File: src/rtl/parity_generator_checker_sat_counter.sv
// Saturating up-counter with increment enable and async active-high reset.
module sat_counter #(
  parameter int W = 8
) (
  input  logic         clk,
  input  logic         rst,
  input  logic         inc,
  output logic [W-1:0] count
);

  logic at_max;
  assign at_max = &count;

  // Count up on enable, hold once every bit is set so the value never wraps
  always_ff @(posedge clk or posedge rst) begin
    if (rst)                count <= '0;
    else if (inc && !at_max) count <= count + 1'b1;
  end

endmodule

File: config.mk
export PLATFORM = sky130hd
export DESIGN_NAME = sat_counter
export DESIGN_NICKNAME = d
export VERILOG_FILES = /design/src/rtl/parity_generator_checker_sat_counter.sv
export SDC_FILE = /design/constraint.sdc
export NUM_CORES = 1
export LEC_CHECK = 0
export BUFFER_PORTS_ARGS = -buffer_cell sky130_fd_sc_hd__buf_4
export CORE_AREA = 5 5 42 44
export CTS_CLUSTER_SIZE = 8
export DETAILED_ROUTE_END_ITERATION = 10
export DIE_AREA = 0 0 47 49
export PLACE_DENSITY = 0.59
export SLEW_MARGIN = 10
export SYNTH_ARGS = -nofsm -noshare
export SYNTH_HDL_FRONTEND = slang
export SYNTH_SLANG_ARGS = --single-unit
File: constraint.sdc
create_clock -name clk -period 2.4 [get_ports clk]
set_input_delay 0.6 -clock clk [delete_from_list [all_inputs] [get_ports clk]]
set_output_delay 0.6 -clock clk [all_outputs]
set_load 0.005 [all_outputs]
==> results of run 1 <==
==> how the worst min path moves through the flow <==
stage,end,slack (ns),start
2_1_floorplan,count[0]$_DFFE_PP0P_,0.42,rst
3_3_place_gp,count[0]$_DFFE_PP0P_,0.53,count[0]$_DFFE_PP0P_
3_5_place_dp,count[0]$_DFFE_PP0P_,0.52,count[0]$_DFFE_PP0P_
4_1_cts,count[6]$_DFFE_PP0P_,0.29,rst
5_1_grt,count[6]$_DFFE_PP0P_,0.30,rst
6_report,count[6]$_DFFE_PP0P_,0.28,rst
==> power groups by stage <==
stage / Sequential (mW) / Combinational (mW) / Clock, mW
floorplan: 0.273 / 0.119 / 0
global placement: 0.281 / 0.232 / 0
detailed placement: 0.284 / 0.235 / 0
CTS: 0.282 / 0.236 / 0.115
global route: 0.297 / 0.252 / 0.123
finish: 0.278 / 0.229 / 0.111
==> final cells by class <==
type	instances	area [um^2]	area share
multi-input combinational	26	214	0.400
sequential	8	200	0.374
timing repair buffer	10	75.1	0.140
clock buffer	3	22.5	0.0421
tap	16	20.0	0.0374
inverter	1	3.75	0.00701
==> cells in the mapped netlist (all sizes together) <==
library cell  count
dfrtp             8
a31oi             3
nand3             3
xnor2             3
and2              2
mux2              2
nand4             2
o21ai             2
a21oi             1
and3              1
and4              1
and4bb            1
ha                1
inv               1
nand2b            1
nor2              1
o211ai            1
xor2              1
==> per-stage QoR <==
step	setup slack, ns	total power, mW	area (um^2)	hold WS (ns)	std cells
5_1_grt	0.856	0.672	536	0.305	64
6_report	0.911	0.618	536	0.277	64
3_5_place_dp	1.00	0.519	513	0.516	61
4_1_cts	0.896	0.632	536	0.292	64
2_1_floorplan	1.08	0.393	418	0.416	35
3_3_place_gp	1.03	0.513	513	0.526	61
==> logic make-up (layout without fill, tap and decap cells) <==
group / Yosys count / after routing
simple gates: 12 / 12
flops: 8 / 8
compound gates: 7 / 7
xor+xnor: 4 / 4
mux: 2 / 2
fa+ha+maj: 1 / 1
buf+inv: 1 / 14
==> routing by layer <==
layer / global-route usage / vias up / wire length [um]
li1: - / 159 / -
met1: 0.0962 / 148 / 343
met2: 0.113 / 15 / 342
met3: 0.0406 / 5 / 82
met4: 0.0968 / 0 / 42
met5: 0 / - / 0
==> results.sh, run 1 <==
export IMPL_status="finished clean"
export IMPL_wl_um=810
export IMPL_synth_simple_gate_area_share=0.228
export IMPL_slowest_stage="dfrtp_1"
export IMPL_crit_buf_inv=1
export IMPL_cp_max_fo=7
export IMPL_power_switching_mw=0.218
export IMPL_drt_iter0_drc=4
export IMPL_die_w_um=47
export IMPL_die_area_mm2=0.00230
export IMPL_via_per_inst=5.11
export IMPL_regMostFlops="count"
export IMPL_startpoint_type="flop"
export IMPL_synthMuxAreaShare=0.0629
export IMPL_cts_setup_buffers=0
export IMPL_synthXorXnorAreaFrac=0.0838
export IMPL_n_antenna_cell=0
export IMPL_postCtsHoldBufs=0
export IMPL_clk_pin_slew_ns=0.06
export IMPL_globalplace_congestion=0.722
export IMPL_grt_max_degree=9
export IMPL_setup_tns_ns=0
export IMPL_routedWlPerCell_um=12.7
export IMPL_cp_data_arrival_time_ns=0.89
export IMPL_nNetsFinal=54
export IMPL_post_cts_resize_count=0
export IMPL_synthAdderAreaFrac=0.0299
export IMPL_grt_ovfl_total=0
export IMPL_rows=14
export IMPL_required_ns=1.80
export IMPL_tritoncts="done"
export IMPL_power_density_mw_per_mm2=1150
export IMPL_ys_seq_elements=8
export IMPL_max_slew_margin=0.796
export IMPL_pwr_share_clk=0.179
export IMPL_reg_top3="count x8"
export IMPL_yosysSeqAreaShare=0.479
export IMPL_fin_util=0.382
export IMPL_grt_pass1_wl_um=1360
export IMPL_yosys_warnings=0
export IMPL_synth_area_leaders="dfrtp_1, xnor2_1, a31oi_1, mux2_4, and4bb_2"
export IMPL_initial_core_util=0.298
export IMPL_period_share=0.621
export IMPL_seqPwrFrac=0.451
export IMPL_r2r_start="count[0]$_DFFE_PP0P_"
export IMPL_grtUsageTotal=0.0885
export IMPL_synth_top_family_by_area="simple AND/OR/NAND/NOR gates"
export IMPL_numCtsBuffers=3
export IMPL_clk_path_buf_depth=2
export IMPL_cts_root_buf="clkbuf_4"
export IMPL_p_int_mw=0.399
export IMPL_post_dp_hpwl_um=604
export IMPL_synth_largest_area_cell="dfrtp_1"
export IMPL_fin_worst_skew_ns=0.00335
export IMPL_slowest_delay_ns=0.45
export IMPL_largest_reg_flops=8
export IMPL_startpoint="count[6]$_DFFE_PP0P_"
export IMPL_rsz0062_at_grt="false"
export IMPL_reg2reg_to="count[1]$_DFFE_PP0P_"
export IMPL_syn_to_final_growth_pct=28.1
export IMPL_drc_errors=0
export IMPL_synth_compound_area_share=0.108
export IMPL_cp_depth=1
export IMPL_drv_cap=0
export IMPL_numPortBuffers=10
export IMPL_dr_total_vias=327
export IMPL_synth_avg_cell_area_um2=11.9
export IMPL_syn_inst=35
export IMPL_path_cells="buf_4"
export IMPL_slew_viol_final=0
export IMPL_cts_htree_levels=1
export IMPL_setup_viol=0
export IMPL_sw_frac_of_total=0.353
export IMPL_worstSkewPairLatency_ns=0.26
export IMPL_period_minus_slack_ns=1.49
export IMPL_p_leak_nw=0.238
export IMPL_clock_sinks=8
export IMPL_hold_path_class="in2async"
export IMPL_grt_pass1_vias=299
export IMPL_max_vdd_ir_drop_mv=0.360
export IMPL_timing_fmax_mhz=672
export IMPL_first_pass_iters=4
export IMPL_hold_viol_final=0
export IMPL_reg2reg_slack_ns=1.01
export IMPL_layout_common_cells="buf_4, dfrtp_1, xnor2_1, a31oi_1, clkbuf_4"
export IMPL_synth_top_area_frac=0.479
export IMPL_critPathTopFamily="flip-flops"
export IMPL_cp_endpoint="count[6]"
export IMPL_core_area_mm2=0.00140
export IMPL_dieHeight_um=49
export IMPL_synth_nets=39
export IMPL_synth_cell_area_um2=418
export IMPL_synthDistinctLibCells=23
export IMPL_antenna_found_initial=0
export IMPL_nFillCells=143
export IMPL_power_frac_comb=0.371
export IMPL_ios=11
export IMPL_rr_worst_depth=4
export IMPL_worst_slew_pin_slew_ns=0.305
export IMPL_final_common_cell="buf_4"
export IMPL_worstSetupEndpointType="output port"
export IMPL_critPathKind="reg2out"
export IMPL_detail_route_antenna_nets=0
export IMPL_drive_gt1_frac=0.417
No activity file was read; power rests on OpenSTA's default activity.
==> run 2: changes to the inputs <==
--- a/config.mk
+++ b/config.mk
@@ -5,12 +5,13 @@
 export SDC_FILE = /design/constraint.sdc
 export NUM_CORES = 1
 export LEC_CHECK = 0
+export ABC_AREA = 1
 export BUFFER_PORTS_ARGS = -buffer_cell sky130_fd_sc_hd__buf_4
 export CORE_AREA = 5 5 42 44
 export CTS_CLUSTER_SIZE = 8
 export DETAILED_ROUTE_END_ITERATION = 10
 export DIE_AREA = 0 0 47 49
-export PLACE_DENSITY = 0.59
+export PLACE_DENSITY = 0.63
 export SLEW_MARGIN = 10
 export SYNTH_ARGS = -nofsm -noshare
 export SYNTH_HDL_FRONTEND = slang
==> constraint.sdc (replaced) <==
create_clock -name clk -period 1.5 [get_ports clk]
set_input_delay 0.375 -clock clk [delete_from_list [all_inputs] [get_ports clk]]
set_output_delay 0.375 -clock clk [all_outputs]
set_load 0.005 [all_outputs]
==> run 2 against run 1 <==
Global-route usage increased by 1.5 points; worst hold slack got worse by 0.22 ns; critical path type unchanged; synthesized area increased by 11%; clock skew about the same; via count increased by 31%; critical endpoint is now count[0].
==> results.sh, run 2 <==
export IMPL_status="finished clean"
export IMPL_synth_largest_area_cell="dfrtp_1"
export IMPL_required_ns=1.12
export IMPL_worst_slew_pin_slew_ns=0.317
export IMPL_antenna_found_initial=0
export IMPL_core_area_mm2=0.00140
export IMPL_synth_cell_area_um2=464
export IMPL_synth_nets=67
export IMPL_cp_max_fo=6
export IMPL_wl_um=969
export IMPL_rows=14
export IMPL_clk_path_buf_depth=2
export IMPL_clk_pin_slew_ns=0.06
export IMPL_grt_ovfl_total=0
export IMPL_worstSetupEndpointType="output port"
export IMPL_regMostFlops="count"
export IMPL_p_leak_nw=0.320
export IMPL_detail_route_antenna_nets=0
export IMPL_cp_data_arrival_time_ns=0.94
export IMPL_globalplace_congestion=0.714
export IMPL_synth_avg_cell_area_um2=7.37
export IMPL_cts_root_buf="clkbuf_4"
export IMPL_holdWs_ns=0.0585
export IMPL_worstSkewPairLatency_ns=0.26
export IMPL_synth_top_area_frac=0.431
export IMPL_routedWlPerCell_um=10.4
export IMPL_grt_most_used_layer="met2"
export IMPL_via_per_inst=4.59
export IMPL_synthArstFlopShare=1.00
export IMPL_place_inst=90
export IMPL_post_dp_hpwl_um=720
export IMPL_synth_edff_count=0
export IMPL_numPortBuffers=10
export IMPL_yosysSeqAreaShare=0.431
export IMPL_max_vdd_ir_drop_mv=0.524
export IMPL_grt_max_degree=9
export IMPL_postCtsHoldBufs=0
export IMPL_cts_htree_levels=1
export IMPL_die_area_mm2=0.00230
export IMPL_use_met1=0.134
export IMPL_clock_sinks=8
export IMPL_first_pass_iters=4
export IMPL_n_antenna_cell=0
export IMPL_dr_total_vias=427
export IMPL_post_cts_resize_count=0
export IMPL_synth_area_leaders="dfrtp_1, nand2_1, inv_1, nand2_4, nor2_1"
export IMPL_rr_worst_depth=8
export IMPL_power_switching_mw=0.345
export IMPL_drv_cap=0
export IMPL_seqPwrFrac=0.421
export IMPL_numCtsBuffers=3
export IMPL_critPathKind="reg2out"
export IMPL_syn_to_final_growth_pct=27.0
export IMPL_post_place_ws_ns=0.213
export IMPL_drc_errors=0
export IMPL_cts_setup_buffers=0
export IMPL_period_minus_slack_ns=1.32
export IMPL_period_share=0.878
export IMPL_synthFlopType="dfrtp_1"
export IMPL_rsz0062_at_grt="false"
export IMPL_reg_top3="count x8"
export IMPL_yosys_warnings=0
export IMPL_final_common_cell="nand2_1"
export IMPL_synthDistinctLibCells=15
export IMPL_grt_pass1_wl_um=1710
export IMPL_grt_pass1_vias=412
export IMPL_slew_viol_final=0
export IMPL_fin_worst_skew_ns=0.00382
export IMPL_met2_usage=0.145
export IMPL_yosysMostFrequentCell="nand2_1"
export IMPL_drive_gt1_frac=0.273
export IMPL_power_density_mw_per_mm2=1520
export IMPL_ios=11
export IMPL_initial_core_util=0.331
export IMPL_setup_ws_ns=0.182
export IMPL_largest_reg_flops=8
export IMPL_hold_viol_final=0
export IMPL_power_frac_comb=0.380
export IMPL_netlist_top_cells_count="nand2_1, dfrtp_1, inv_1, nor2_1, a21oi_1"
export IMPL_dieHeight_um=49
export IMPL_nNetsFinal=83
export IMPL_layout_common_cells="nand2_1, buf_4, dfrtp_1"
export IMPL_die_w_um=47
export IMPL_p_int_mw=0.552
export IMPL_max_slew_margin=0.788
export IMPL_ys_seq_elements=8
export IMPL_startpoint_type="flop"
export IMPL_timing_fmax_mhz=759
export IMPL_setup_tns_ns=0
export IMPL_tritoncts="done"
export IMPL_syn_inst=63
export IMPL_sw_frac_of_total=0.384
export IMPL_pwr_share_clk=0.199
export IMPL_use_met3=0.0258
export IMPL_grtUsageTotal=0.103
export IMPL_setup_viol=0
export IMPL_hold_path_class="in2async"
export IMPL_drt_iter0_drc=10
export IMPL_layout_cells_non_filler=93
## run 2: changes by cell type after synthesis, moves of 2 or more
cell     before  now
nand2_2       0    2
inv_1         1    7
nand2_4       0    2
a21oi_1       1    4
xnor2_1       3    1
a31oi_1       3    0
nand2_1       0   24
nor2_1        1    6
## run 2: cell type report
type,count,area (um^2)
clock buffer,3,22.5
fill,141,812
inverter,8,32.5
multi-input combinational,47,231
sequential,8,200
tap,16,20.0
timing repair buffer,11,82.6
## run 2: final timing paths
check | start | endpoint | slack [ns]
worst max-delay path | count[0]$_DFFE_PP0P_ | count[0] | 0.18
worst min-delay path | rst | count[6]$_DFFE_PP0P_ | 0.06
worst max register to register | count[1]$_DFFE_PP0P_ | count[4]$_DFFE_PP0P_ | 0.20
worst min register to register | count[1]$_DFFE_PP0P_ | count[1]$_DFFE_PP0P_ | 0.55
max in group asynchronous | rst | count[2]$_DFFE_PP0P_ | 1.20
min in group clk | inc | count[1]$_DFFE_PP0P_ | 0.44
## run 2: per-stage QoR
stage	area [um^2]	util	power, mW
after floorplan	464	-	0.562
after CTS	589	0.421	0.901
after detailed placement	567	0.404	0.723
after global placement	567	0.404	0.720
final	589	0.421	0.897
after global routing	589	0.421	0.972
## run 2: critical path: stages, from the launching register on
cell     delay, ns
dfrtp_1       0.39
buf_4         0.16
buf_4         0.13
## run 2: routing by layer
layer / up-vias / share of wire / routed length, um
met2: 12 / 0.46 / 450
met5: - / 0 / 0
met1: 189 / 0.44 / 427
li1: 224 / - / -
met4: 0 / 0.023 / 22
met3: 2 / 0.071 / 69
## run 2: kinds of logic (layout without fill, tap and decap cells)
family,after synthesis,in the layout,synth area share
AOI/OAI and AO/OA,5,5,0.0539
adders and majority gates,1,1,0.0269
DFF,8,8,0.431
buffers and inverters,8,22,0.0701
and+or+nand+nor,40,40,0.399
xor gates and xnor gates,1,1,0.0189
## run 2: power by group through the flow
| stage | registers (mW) | logic (mW) | clock network [mW] |
|---|---|---|---|
| 5_1_grt | 0.392 | 0.387 | 0.194 |
| 3_5_place_dp | 0.380 | 0.344 | 0 |
| 6_report | 0.378 | 0.341 | 0.178 |
| 3_3_place_gp | 0.376 | 0.343 | 0 |
| 4_1_cts | 0.376 | 0.346 | 0.179 |
| 2_1_floorplan | 0.377 | 0.185 | 0 |
==> run 3: changes to the inputs <==
--- a/config.mk
+++ b/config.mk
@@ -12,6 +12,7 @@
 export DETAILED_ROUTE_END_ITERATION = 10
 export DIE_AREA = 0 0 47 49
 export PLACE_DENSITY = 0.63
+export SETUP_SLACK_MARGIN = 0.5
 export SLEW_MARGIN = 10
 export SYNTH_ARGS = -nofsm -noshare
 export SYNTH_HDL_FRONTEND = slang
==> run 3 against run 2 <==
Worst hold slack improved by 0.015 ns; first-iteration DRC count grew 10%; non-clock buffer count rose by 10; clock skew increased by 0.0020 ns; global-route usage is 0.68 points higher; sequential share of layout area shrank 7.4 points; critical path type unchanged; critical endpoint unchanged.
==> results.sh, run 3 (synthesized netlist as in run 2, its figures left out) <==
export IMPL_ios=11
export IMPL_clock_sinks=8
export IMPL_p_leak_nw=0.392
export IMPL_drc_errors=0
export IMPL_drv_cap=0
export IMPL_setup_tns_ns=0
export IMPL_core_area_mm2=0.00140
export IMPL_hold_path_class="in2async"
export IMPL_worstSetupEndpointType="output port"
export IMPL_setup_viol=0
export IMPL_crit_buf_inv=2
export IMPL_layout_common_cells="nand2_1, buf_6, buf_4"
export IMPL_initial_core_util=0.331
export IMPL_n_antenna_cell=0
export IMPL_cts_htree_levels=1
export IMPL_post_place_ws_ns=0.282
export IMPL_critPathTopFamily="flip-flops"
export IMPL_routedWlPerCell_um=11.8
export IMPL_critPathKind="reg2out"
export IMPL_path_common_cell="buf_6"
export IMPL_slowest_delay_ns=0.40
export IMPL_tritoncts="done"
export IMPL_period_share=0.835
export IMPL_reg_top3="count x8"
export IMPL_nNetsFinal=93
export IMPL_cp_max_fo=2
export IMPL_globalplace_congestion=0.703
export IMPL_grtUsageTotal=0.110
export IMPL_rows=14
export IMPL_rsz0062_at_grt="true"
export IMPL_place_inst=90
export IMPL_grt_ovfl_total=0
export IMPL_path_cells="buf_6 > buf_6"
export IMPL_clk_pin_slew_ns=0.06
export IMPL_status="finished clean"
export IMPL_final_common_cell="nand2_1"
export IMPL_regMostFlops="count"
export IMPL_numCtsBuffers=3
export IMPL_grt_pass1_vias=449
export IMPL_largest_reg_flops=8
export IMPL_die_area_mm2=0.00230
export IMPL_max_vdd_ir_drop_mv=0.779
export IMPL_cts_root_buf="clkbuf_4"
export IMPL_clk_path_buf_depth=2
export IMPL_slowest_stage="dfrtp_1"
export IMPL_rr_worst_depth=9
export IMPL_wl_met2_um=621
export IMPL_drt_iter0_drc=11
export IMPL_fin_util=0.540
export IMPL_hold_viol_final=0
export IMPL_syn_to_final_growth_pct=63.1
export IMPL_wl_met3_um=48
export IMPL_startpoint_type="flop"
export IMPL_worst_slew_pin_slew_ns=0.322
export IMPL_slew_viol_final=0
export IMPL_setup_ws_ns=0.248
export IMPL_die_w_um=47
export IMPL_power_density_mw_per_mm2=1500
export IMPL_numPortBuffers=10
export IMPL_fin_worst_skew_ns=0.00585
export IMPL_dr_max_layer_used="met4"
export IMPL_dr_total_vias=471
export IMPL_power_mw=1.13
export IMPL_wl_um=1210
export IMPL_detail_route_antenna_nets=0
export IMPL_layout_cells_non_filler=103
export IMPL_dieHeight_um=49
export IMPL_cp_data_arrival_time_ns=0.88
export IMPL_cp_depth=2
export IMPL_post_dp_hpwl_um=736
export IMPL_via_per_inst=4.57
export IMPL_period_minus_slack_ns=1.25
export IMPL_placed_cell_area_um2=574
export IMPL_worstSkewPairLatency_ns=0.25
export IMPL_wl_met1_um=515
export IMPL_required_ns=1.12
export IMPL_drive_gt1_frac=0.460
export IMPL_first_pass_iters=4
export IMPL_fin_area_um2=757
export IMPL_holdWs_ns=0.0733
export IMPL_grt_pass1_wl_um=1820
export IMPL_max_slew_margin=0.785
export IMPL_nFillCells=130
export IMPL_timing_fmax_mhz=799
export IMPL_grt_max_degree=9
export IMPL_antenna_found_initial=0
export IMPL_postCtsHoldBufs=0
-- run 3: worst reg2reg max path: stages (launching register included) --
cell and delay, ns:
dfrtp_1 0.37, buf_6 0.11, ha_4 0.15, inv_4 0.04
nor2_4 0.11, nand2_4 0.08, nand2_4 0.10, inv_4 0.05
nand2_1 0.05, nand2_1 0.05
-- run 3: final cells by class --
cell class | count | area [um^2] | share of cell area
clock buffer | 3 | 22.5 | 0.0298
inverter | 8 | 35.0 | 0.0463
multi-input combinational | 47 | 279 | 0.369
sequential | 8 | 201 | 0.266
tap | 16 | 20.0 | 0.0264
timing repair buffer | 21 | 199 | 0.263
-- run 3: timing repair --
action                                  CTS  global route
gates resized for setup                  14             9
endpoints found under the setup margin   16            16
pin swaps                                 2             2
setup buffers                             8             2
-- run 3: path summary, 6_finish.rpt --
path                                       from                   end  slack (ns)
setup / recovery           count[0]$_DFFE_PP0P_              count[0]        0.25
hold / removal                              rst  count[0]$_DFFE_PP0P_        0.07
setup reg to reg           count[0]$_DFFE_PP0P_  count[4]$_DFFE_PP0P_        0.26
hold reg to reg            count[1]$_DFFE_PP0P_  count[1]$_DFFE_PP0P_        0.58
max in group asynchronous                   rst  count[1]$_DFFE_PP0P_        1.16
min in group clk                            inc  count[2]$_DFFE_PP0P_        0.44
-- run 3: per-layer routing --
layer  vias to the layer above  GRT usage
met2                        12      0.170
met3                         4     0.0332
met4                         0     0.0553
met1                       211      0.133
met5                         -          0
li1                        244          -
-- run 3: power by group --
part,total [mW],internal (mW),switching (mW)
clock network,0.165,0.0916,0.0735
registers,0.379,0.290,0.0898
logic,0.589,0.327,0.261
total,1.13,0.709,0.425
